==> src/rtl/dp_frame_sched.sv <==
// dp_frame_sched: frame/line scheduler for the DisplayPort stuffer (dpclk domain).
//
// Generates a per-line dphstart pulse, a per-frame dpvstart pulse and a
// frame-prefetch dmastart pulse. Timing comes from a line period in dpclk
// cycles and the frame geometry. Config is copied into shadow registers only
// when a run starts and at each frame end, so register writes made in the
// middle of a frame cannot tear that frame.
//
// Ports
//   dpclk     in   link symbol clock (only clock)
//   reset     in   synchronous, active-high reset
//   en        in   run request, level sensitive
//   linelen   in   [15:0] dpclk cycles per line
//   vtot      in   [15:0] total lines per frame
//   vact      in   [15:0] active lines per frame
//   dmalead   in   [15:0] lines ahead of frame start for dmastart (min MINLEAD)
//   dphstart  out  1-cycle pulse at every line start
//   dpvstart  out  1-cycle pulse at line 0, coincident with dphstart
//   dmastart  out  1-cycle pulse at line vtot-dmalead (RUN only)
//   vblank    out  high while the current line is >= vact
//   busy      out  high in RUN and DRAIN
//   cfgerr    out  sticky illegal-config flag
//   frame     out  [15:0] completed-frame count (wraps)
module dp_frame_sched #(
    parameter int MINLINE = 16,
    parameter int MINLEAD = 1
) (
    input  logic        dpclk,
    input  logic        reset,
    input  logic        en,
    input  logic [15:0] linelen,
    input  logic [15:0] vtot,
    input  logic [15:0] vact,
    input  logic [15:0] dmalead,
    output logic        dphstart,
    output logic        dpvstart,
    output logic        dmastart,
    output logic        vblank,
    output logic        busy,
    output logic        cfgerr,
    output logic [15:0] frame
);

    typedef enum logic [1:0] {IDLE, RUN, DRAIN} state_t;

    typedef struct packed {
        logic [15:0] l;   // line period
        logic [15:0] v;   // total lines
        logic [15:0] a;   // active lines
        logic [15:0] d;   // clamped dma lead
    } cfg_t;

    state_t      state;
    cfg_t        shd;
    cfg_t        cfg_in;
    logic [15:0] hctr;
    logic [15:0] vctr;
    logic        cfg_ok;
    logic        line_end;
    logic        frame_end;
    logic        active;

    always_comb begin
        cfg_in.l = linelen;
        cfg_in.v = vtot;
        cfg_in.a = vact;
        cfg_in.d = (dmalead < 16'(MINLEAD)) ? 16'(MINLEAD) : dmalead;
    end

    // Legality is judged on the live inputs, i.e. on exactly what would be
    // captured into the shadow on this cycle.
    assign cfg_ok    = (linelen >= 16'(MINLINE)) && (vtot >= 16'd2) &&
                       (vact < vtot) && (cfg_in.d < vtot);
    assign active    = (state != IDLE);
    assign line_end  = (hctr == shd.l - 16'd1);
    assign frame_end = line_end && (vctr == shd.v - 16'd1);
    assign busy      = active;

    always_ff @(posedge dpclk) begin
        if (reset) begin
            state    <= IDLE;
            shd      <= '0;
            hctr     <= '0;
            vctr     <= '0;
            frame    <= '0;
            cfgerr   <= 1'b0;
            dphstart <= 1'b0;
            dpvstart <= 1'b0;
            dmastart <= 1'b0;
            vblank   <= 1'b0;
        end else begin
            // Outputs are decoded from the counters of this cycle, so every
            // pulse appears one cycle after its counter position.
            dphstart <= active && (hctr == 16'd0);
            dpvstart <= active && (hctr == 16'd0) && (vctr == 16'd0);
            dmastart <= (state == RUN) && (hctr == 16'd0) &&
                        (vctr == shd.v - shd.d);
            vblank   <= active && (vctr >= shd.a);

            case (state)
                IDLE: begin
                    if (en) begin
                        if (cfg_ok) begin
                            state  <= RUN;
                            shd    <= cfg_in;
                            hctr   <= '0;
                            vctr   <= '0;
                            cfgerr <= 1'b0;
                        end else begin
                            cfgerr <= 1'b1;
                        end
                    end
                end
                default: begin  // RUN, DRAIN
                    if (frame_end) begin
                        frame <= frame + 16'd1;
                        hctr  <= '0;
                        vctr  <= '0;
                        // A request still standing at the boundary continues
                        // with freshly latched config; a drained or illegal
                        // one parks in IDLE with no further pulses.
                        if (!en) begin
                            state <= IDLE;
                        end else if (cfg_ok) begin
                            state <= RUN;
                            shd   <= cfg_in;
                        end else begin
                            state  <= IDLE;
                            cfgerr <= 1'b1;
                        end
                    end else begin
                        state <= en ? RUN : DRAIN;
                        if (line_end) begin
                            hctr <= '0;
                            vctr <= vctr + 16'd1;
                        end else begin
                            hctr <= hctr + 16'd1;
                        end
                    end
                end
            endcase
        end
    end

endmodule
==> config.mk <==
export PLATFORM = sky130hd
export DESIGN_NAME = dp_frame_sched
export DESIGN_NICKNAME = d
export VERILOG_FILES = /design/src/rtl/dp_frame_sched.sv
export SDC_FILE = /design/constraint.sdc
export NUM_CORES = 1
export LEC_CHECK = 0
export ABC_AREA = 1
export BUFFER_PORTS_ARGS = -buffer_cell sky130_fd_sc_hd__buf_2
export CAP_MARGIN = 20
export CORE_UTILIZATION = 50
export DETAILED_ROUTE_END_ITERATION = 10
export GPL_ROUTABILITY_DRIVEN = 0
export GPL_TIMING_DRIVEN = 0
export PLACE_DENSITY = 0.76
export SYNTH_ARGS = -nofsm -noshare
export SYNTH_HDL_FRONTEND = slang
export SYNTH_SLANG_ARGS = --single-unit
==> constraint.sdc <==
create_clock -name dpclk -period 3.2 [get_ports dpclk]
set_clock_uncertainty 0.05 [all_clocks]
set_input_delay 0.16 -clock dpclk [delete_from_list [all_inputs] [get_ports dpclk]]
set_output_delay 0.16 -clock dpclk [all_outputs]
set_load 0.005 [all_outputs]
Yosys cells after proc, flatten, opt, wreduce, memory -nomap -nowiden:

Cells that the tools add are included.

* bitwise logic cells: 1
* eq/ne operators: 8
* $add $sub $neg: 6
* muxes and demuxes: 26
* shift operators: 0
* divide/modulo/power cells: 0
* $mul: 0
* magnitude comparators: 6
* reduce and logical (&&, ||, !) cells: 19

Operators by type and width (number)
* 64-bit two-way mux: 4
* 16-bit two-way mux: 9
* 16-bit by 1-bit adder with 16-bit output, second input constant: 3
* 16-bit == test: 3
* 16-bit zero test: 2
* 16-bit < comparator: 2
* 16-bit by 1-bit subtractor with 16-bit output, second input constant: 2
* 16-bit greater-or-equal comparator: 1
* 16-bit by 2-bit greater-or-equal comparator with 1-bit output, second input constant: 1
* 16-bit by 5-bit greater-or-equal comparator with 1-bit output, second input constant: 1
* 16-bit by 1-bit < comparator with 1-bit output, second input constant: 1
* 16-bit subtractor: 1
* 2-bit two-way mux: 5
* 1-bit logical AND: 9
* 1-bit two-way mux: 8
* 2-bit != test, second input constant: 3
* 2-bit AND reduction: 2
* 4-bit AND reduction: 1
* 2-bit nonzero test: 2
* 3-bit AND reduction: 1
* 3-bit nonzero test: 1
* 2-bit by 1-bit == test with 1-bit output, second input constant: 1
* 2-bit zero test: 1
* 2-bit by 1-bit != test with 1-bit output, second input constant: 1
* 1-bit NOT: 1

* memory bits (writable): 0
* logic and storage cells: 79
* bits in latches: 0
* flip-flop bits (word level): 119
* ROM bits: 0
* output and inout bits: 22
* memories kept: 0
* input port bits: 67

Depth between registers and ports, before layout:

Gate-level depths: netlist of the first run.

* depth in word-level cells: 8
* depth in mapped cells: 20
* depth with buffers taken out: 18

Worst setup path before layout of the first run:

No wires, ideal clock.

* path type: register -> register
* start: register shd[48] in the netlist's numbering
* end: register shd[40] in the netlist's numbering
* stages on the path, launching flop included: 18
* arrival: 2119 ps
* path buffers: 2
* setup slack: 966 ps
* data required time: 3085 ps
* cells stage by stage: dfxtp_1 inv_1 ha_1 xnor2_1 inv_1 nand2_1 nand2_1 nand3b_1 nand3b_1 nor2_2 nand2_4 nand2_4 nand2_4 inv_2 buf_6 buf_6 nor2_1 nor2_1

* cells in the longest elaborated chain, start to end: 4

Ends and longest elaborated chain
* start, declared: line 54 `cfg_t shd;`
* start signal, assigned: line 105 `shd <= cfg_in;`
* start signal, assigned: line 126 `shd <= cfg_in;`
* 16-bit by 1-bit subtractor with 16-bit output: line 75 `assign line_end = (hctr == shd.l - 16'd1);`
* 16-bit == test: line 75
* 1-bit logical AND: line 76 `assign frame_end = line_end && (vctr == shd.v - 16'd1);`
* 2-bit nonzero test (no source line)

No other way between the ends.
A chain may end at the register's enable or synchronous reset.

==> metrics.md, run 1 <==
| Metric | Value |
|---|---|
| Nets | `roughly 1600` |
| Dominant cell type by area after synthesis | `dfxtp_1` |
| Mux cell area share after synthesis | `0%` |
| DIE AREA | `around 0.018 mm2` |
| CTS sink cnt | `approximately 120` |
| Outcome | `finished clean` |
| Total gr overflow | `0` |
| CP max-delay cell | `dlygate4sd3_1` |
| CP max stage delay | `0.56 ns` |
| Maxcap violations | `0` |
| Final worst-path cycle share | `92.6%` |
| Worst-Margin Slew | `between 0.6 and 0.7 ns` |
| Reg2reg setup slack | `0.26 ns` |
| Max VDD drop | `421 uV` |
| Crit end category | `flop` |
| Synthesized area per cell | `6.53 um2` |
| Worst path cell trace | `dlygate4sd3_1, buf_2, clkbuf_1, ha_1, a21oi_1, o21a_1, o211ai_1, nor2_1, nand2_1, nor2_1, nand3_1, nand2_1, clkbuf_1, a21oi_1, nor2_1` |
| Complex-gate fraction of the synthesized area | `a little over a tenth` |
| Placed cells | `1640` |
| Core area | `between 0.015 and 0.02 mm2` |
| Clk_lat worst skew | `about 0.43 ns` |
| Endpoints failing setup | `0` |
| Syn Inst Count | `approximately 1300` |
| Most used cell, CP | `nor2_1` |
| Clock root cell | `clkbuf_16` |
| Clk slew on worst S/H paths | `about 0.050 ns` |
| Critical-path maximum fanout | `10` |
| Drt pass-1 iters | `5` |
| Detailed-placement wirelength estimate | `approximately 18 mm` |
| Post-Synth XOR/XNOR Area | `around 8.5%` |
| Row cnt | `47` |
| Pre-CTS setup slack | `approximately 0.26 ns` |
| IO Pins | `89` |
| Syn nets | `1469` |
| CP delay by family, top | `buffers and inverters` |
| DRT iter0 DRCs | `between 500 and 600` |
| CTS buffer count | `17` |
| Post-layout util | `between 60 and 70%` |
| Fin Setup TNS | `0 ns` |
| CTS tree | `yes` |
| Port bufs | `slightly below 90` |
| Synth warnings | `0` |
| Fill count | `~1500` |
| Final min period | `2.96 ns` |
| Async S/R FF share, synth | `0%` |
| Largest net degree at the start of global routing | `17` |
| Synth Area in Simple Gates | `approximately a third` |
| Hold Path Class | `input pin to flop` |
| Layout cell share with drive strength beyond 1 | `a little over a tenth` |
| Initial antenna violation count | `0` |
| Final worst setup slack | `0.235 ns` |
| Fmax | `about 0.34 GHz` |
| Startpoint Class | `input pin` |
| RSZ-0062 raised after global routing | `false` |
| WL per Instance | `approximately 14 um` |
| WL final | `24.5 mm` |
| Number of synthesized flops with an enable pin | `0` |
| Area of the multi-input gates | `0.00552 mm2` |
| Main synth FF type | `dfxtp_1` |
| Number of remaining DRC errors | `0` |
| Design Area, Final | `~0.010 mm2` |
| Die Height | `roughly 130 um` |
| Antenna diode count | `0` |
| Vias per inst | `between 5 and 6` |
| Slew Limit Fails | `0` |
| H-Tree Depth | `4` |
| Critical path class | `input pin to flop` |
| #FFs+latches synth | `119` |
| Buf/Inv on CP | `4` |
| Post-synth cell types | `41` |
| Vias in the first global route | `about 8400` |
| DP Area | `between 0.009 and 0.01 mm2` |
| Initial Util | `between 50% and 60%` |
| Die W | `between 100 and 150 um` |
| Overall global routing resource usage | `between 20% and 30%` |
| CP Data Arrival Time | `between 3 and 4 ns` |
| Post-route ant nets | `0` |
| Pwr dens | `approximately 510 mW/mm2` |
| Main combinational cell family by area after synthesis | `simple AND/OR/NAND/NOR gates` |
| Vias | `9102` |
| Layout Cells excl Fill | `1717` |
| Synth top area cells | `dfxtp_1 27%, nand2_1 11%, nor2_1 10%, ha_1 9.8%, inv_1 5.6%` |
| Critical Path RT | `3.49 ns` |
| CTS Buffer Depth | `2` |
| Area grow syn2layout | `20.2%` |
| Adder-cell share of the synthesized area | `between 10% and 20%` |
| Post-CTS setup buffers | `0` |
| First-pass GRT wire length | `around 40 mm` |
| Share of the synthesized area in the top cell type | `27.4%` |
| Sequential Area | `0.00238 mm2` |
| Slew HR | `~56%` |
| Sequential fraction of the synthesis area | `27.4%` |
| Leak | `roughly 4.7 nW` |
| Final Hold Vio Count | `0` |
| Netlist Area Pre-Place | `0.00870 mm2` |
kinds of logic (layout without fill, tap and decap cells):
kind of cell,after synthesis,in the layout
simple gates,686,686
buf+inv,200,364
compound gates,179,179
flops,119,119
xor+xnor,80,80
fa+ha+maj,69,69
synth_stat cells (2+ instances only):
master and count:
o21a_1 4, buf_2 13, dfxtp_1 119, ha_1 68, or2_2 4, xor2_1 40, buf_6 4, inv_1 130
clkbuf_2 3, clkinv_1 2, a21o_1 3, xnor2_1 37, nand4_1 32, o21ai_0 76, xnor3_1 3, nor2_1 243
clkbuf_1 45, a21oi_1 86, nand3b_1 17, o211ai_1 2, nand3_1 85, nor2_4 4, nor3_1 18, a211oi_1 2
nand2_4 3, nand2_1 259, nor2_2 9, nor4_1 8, inv_2 2
where the power goes:
group	leakage, nW	internal [mW]	switching, mW
clock network	0.272	1.18	0.700
logic	3.50	0.707	1.04
registers	0.970	1.59	0.120
tightest hold or removal path: stages:
cell     delay [ns]
buf_2          0.10
o21ai_0        0.09
nor2_1         0.09
layer usage:
layer / vias up / part of all wire, % / track usage (%)
li1: 4609 / - / -
met1: 4084 / 45 / 37.2
met2: 346 / 45 / 46.5
met3: 63 / 6.4 / 3.78
met4: 0 / 2.7 / 10.9
met5: - / 0 / 0
path summary, 6_finish.rpt:
kind                            cells after the start         from      end
worst min-delay path                                3   dmalead[3]   shd[3]
worst min register to register                      2      shd[25]  shd[25]
worst max register to register                     15      shd[32]  shd[47]
worst max-delay path                               15  dmalead[11]  vctr[5]
final cells by class:
type	instances	area share, %
plain buffers	65	2.84
clock buffers	22	4.44
clock inverters	8	0.945
inverters	134	4.81
multi-input cells	1014	52.8
flip-flops and latches	119	22.8
well taps	220	2.63
repair buffers	135	8.76
cells in the final DEF (no fill, tap or decap), drive strengths merged, types with 17 or more instances in the layout:
master and count:
nor2 256, nor3 18, nand3b 17, nand4 32, inv 133, ha 68
xnor2 37, nand2 262, a21oi 86, dlygate4sd3 48, o21ai 77, nand3 86
xor2 40, clkbuf 69, buf 105, dfxtp 119
per-stage QoR:
stage	hold WS, ns	total power, mW
floorplan	0.189	3.01
global placement	0.341	3.35
detailed placement	0.347	3.40
CTS	0.000132	5.31
global route	0.0273	5.67
finish	0.00454	5.33
state kept, by name (all words and copies together), names as in the netlist:
name and cells:
frame 16, shd 64, cfgerr 1, dmastart 1, vctr 16, state 2
dpvstart 1, vblank 1, dphstart 1, hctr 16
timing repair:
item                                    in CTS  in global routing
hold buffers                                48                  0
endpoints found under the setup margin       0                 13
endpoints found under the hold margin       49                  0
resized for setup                            0                  6
Note: power is estimated with default switching activity, not from simulation.
==> run 2, diff against run 1 <==
--- a/config.mk
+++ b/config.mk
@@ -8,6 +8,7 @@
 export ABC_AREA = 1
 export BUFFER_PORTS_ARGS = -buffer_cell sky130_fd_sc_hd__buf_2
 export CAP_MARGIN = 20
+export CORE_ASPECT_RATIO = 0.9
 export CORE_UTILIZATION = 50
 export DETAILED_ROUTE_END_ITERATION = 10
 export GPL_ROUTABILITY_DRIVEN = 0
==> run 2 against run 1 <==
  * Cell count is 1.3% higher
  * Critical path type unchanged
  * Maximum frequency is 1.1% lower
  * Clock power increased by 5%
  * Total power is 2.2% higher
  * Critical path depth up 1
  * Highest routed layer unchanged
  * Design area rose by 0.93%
  * First-iteration DRC count grew 17%
  * Setup slack lost 0.032 ns
==> metrics.md, run 2 (synthesis gave the netlist of run 1 again) <==
| Metric | Value |
|---|---|
| Crit end category | `flop` |
| Post-route ant nets | `0` |
| Port bufs | `87` |
| Row cnt | `between 40 and 50` |
| Overall global routing resource usage | `roughly 29%` |
| Clk_lat worst skew | `0.42 ns` |
| Clock root cell | `clkbuf_16` |
| Number of remaining DRC errors | `0` |
| Fmax | `0.334 GHz` |
| H-Tree Depth | `4` |
| IO Pins | `just under 90` |
| WL per Instance | `~14 um` |
| Worst r2r dst | `shd[63]` |
| DP Area | `between 0.009 and 0.01 mm2` |
| Antenna diode count | `0` |
| Outcome | `finished clean` |
| RSZ-0062 raised after global routing | `false` |
| Vias in the first global route | `8332` |
| R2R depth | `16` |
| Maxcap violations | `0` |
| Reg with most FFs | `shd` |
| Vias | `approximately 9000` |
| Die W | `between 100 and 150 um` |
| CTS buffer count | `17` |
| Critical Path RT | `about 3.5 ns` |
| Initial Util | `51.3%` |
| CP max stage delay | `approximately 0.56 ns` |
| Pwr dens | `roughly 520 mW/mm2` |
| Final min period | `about 3.0 ns` |
| Detailed-placement wirelength estimate | `about 18 mm` |
| Post-CTS setup buffers | `0` |
| Layout cell share with drive strength beyond 1 | `about 11%` |
| Max reg flops | `64` |
| CP endpoint | `vctr[5]` |
| Slew HR | `between 50% and 60%` |
| Initial antenna violation count | `0` |
| CTS sink cnt | `between 100 and 150` |
| Endpoints failing setup | `0` |
| Leak | `~4.8 nW` |
| Nets | `1627` |
| Slew Limit Fails | `0` |
| Clk slew on worst S/H paths | `~0.06 ns` |
| CTS Buffer Depth | `2` |
| First-pass GRT wire length | `roughly 40 mm` |
| Fill count | `about 1500` |
| Design Area, Final | `around 0.011 mm2` |
| CP max-delay cell | `dlygate4sd3_1` |
| Fin Setup TNS | `0 ns` |
| Largest net degree at the start of global routing | `17` |
| Area grow syn2layout | `21.3%` |
| DIE AREA | `0.0179 mm2` |
| Crit. Startpoint | `vtot[15]` |
| Vias per inst | `5.25` |
| Startpoint Class | `input pin` |
| Max VDD drop | `357 uV` |
| Hold Path Class | `input pin to flop` |
| Critical path class | `input pin to flop` |
| Drt pass-1 iters | `5` |
| Final worst-path cycle share | `a little over nine tenths` |
| Worst path cell trace | `dlygate4sd3_1, buf_2, inv_1, ha_1, a21oi_1, o21a_1, o211ai_1, nor2_1, nand2_1, nor2_1, nand3_1, nand2_1, clkbuf_1, nand3_1, nand2_1, nor2_1` |
| Critical-path maximum fanout | `10` |
| CP Data Arrival Time | `between 3 and 4 ns` |
| Total gr overflow | `0` |
| Reg2reg setup slack | `between 0.2 and 0.25 ns` |
| Final Hold Vio Count | `0` |
| Reg-to-reg critical path startpoint | `shd[48]` |
| DRT iter0 DRCs | `667` |
| Most common cell after layout, fill and taps aside | `nand2_1` |
| Core area | `approximately 0.017 mm2` |
| Die Height | `around 130 um` |
| Worst-Margin Slew | `0.629 ns` |
| WL final | `approximately 25 mm` |
| Commonest non-fill, non-tap cells in the layout | `259 x nand2_1, 243 x nor2_1, 130 x inv_1` |
| CTS tree | `yes` |
-- run 2: cell types whose count changed in the layout (fill, tap and decap cells not counted) --
cell and change:
clkbuf_1 +1, clkbuf_8 -2, bufinv_16 +1, clkinv_2 -1, clkinv_4 +2, nor2_1 +1, nor2_2 -1, clkinvlp_4 +2
dlygate4sd3_1 +4, clkbuf_2 -2, inv_6 +2
-- run 2: what timing repair did --
item                                    in CTS  in global routing
hold endpoints to repair                    53                  0
endpoints found under the setup margin       0                  1
resized for setup                            0                  1
hold buffers                                52                  0
-- run 2: critical path, delay by kind of cell --
family,cells,cell delay [ns]
and+or+nand+nor,8,1.21
buffers and inverters,4,1.18
AOI/OAI and AO/OA,3,0.39
adders and majority gates,1,0.31
-- run 2: final cells by class --
type,instances,area (um2),area share (%)
repair buffers,139,956,9.06
multi-input cells,1014,5520,52.3
well taps,235,294,2.79
flip-flops and latches,119,2380,22.6
clock inverters,14,174,1.65
plain buffers,66,298,2.82
clock buffers,18,429,4.07
inverters,134,503,4.77
-- run 2: power by group --
group | internal (mW) | leakage [nW] | switching, mW
registers | 1.59 | 0.970 | 0.124
clock network | 1.23 | 0.283 | 0.744
logic | 0.710 | 3.51 | 1.05
total | 3.53 | 4.77 | 1.91
-- run 2: worst min-delay path by stage --
stage / to / depth (start not counted) / from / slack (ns)
floorplan: state[1] / 1 / en / 0.19
global placement: state[1] / 2 / en / 0.33
detailed placement: state[1] / 2 / en / 0.33
CTS: shd[43] / 3 / vtot[11] / 0.002
global route: shd[43] / 3 / vtot[11] / 0.004
finish: shd[13] / 3 / dmalead[13] / 0.005
-- run 2: layer usage --
| layer | global-route usage (%) | share of wire (%) | up-vias |
|---|---|---|---|
| li1 | - | - | 4644 |
| met1 | 39.0 | 47 | 4122 |
| met2 | 46.2 | 44 | 316 |
| met3 | 4.46 | 6.2 | 41 |
| met4 | 9.97 | 2.0 | 0 |
| met5 | 0 | 0 | - |
-- run 2: through the flow --
step	power (mW)	setup slack (ns)	std cells	util, %	hold WS [ns]
after floorplan	3.01	0.966	1333	-	0.189
after global placement	3.36	0.340	1655	55.7	0.333
after detailed placement	3.41	0.254	1655	55.7	0.334
after CTS	5.43	0.232	1739	62.3	0.00170
after global routing	5.78	0.00841	1739	62.3	0.00449
final	5.45	0.203	1739	62.3	0.00455
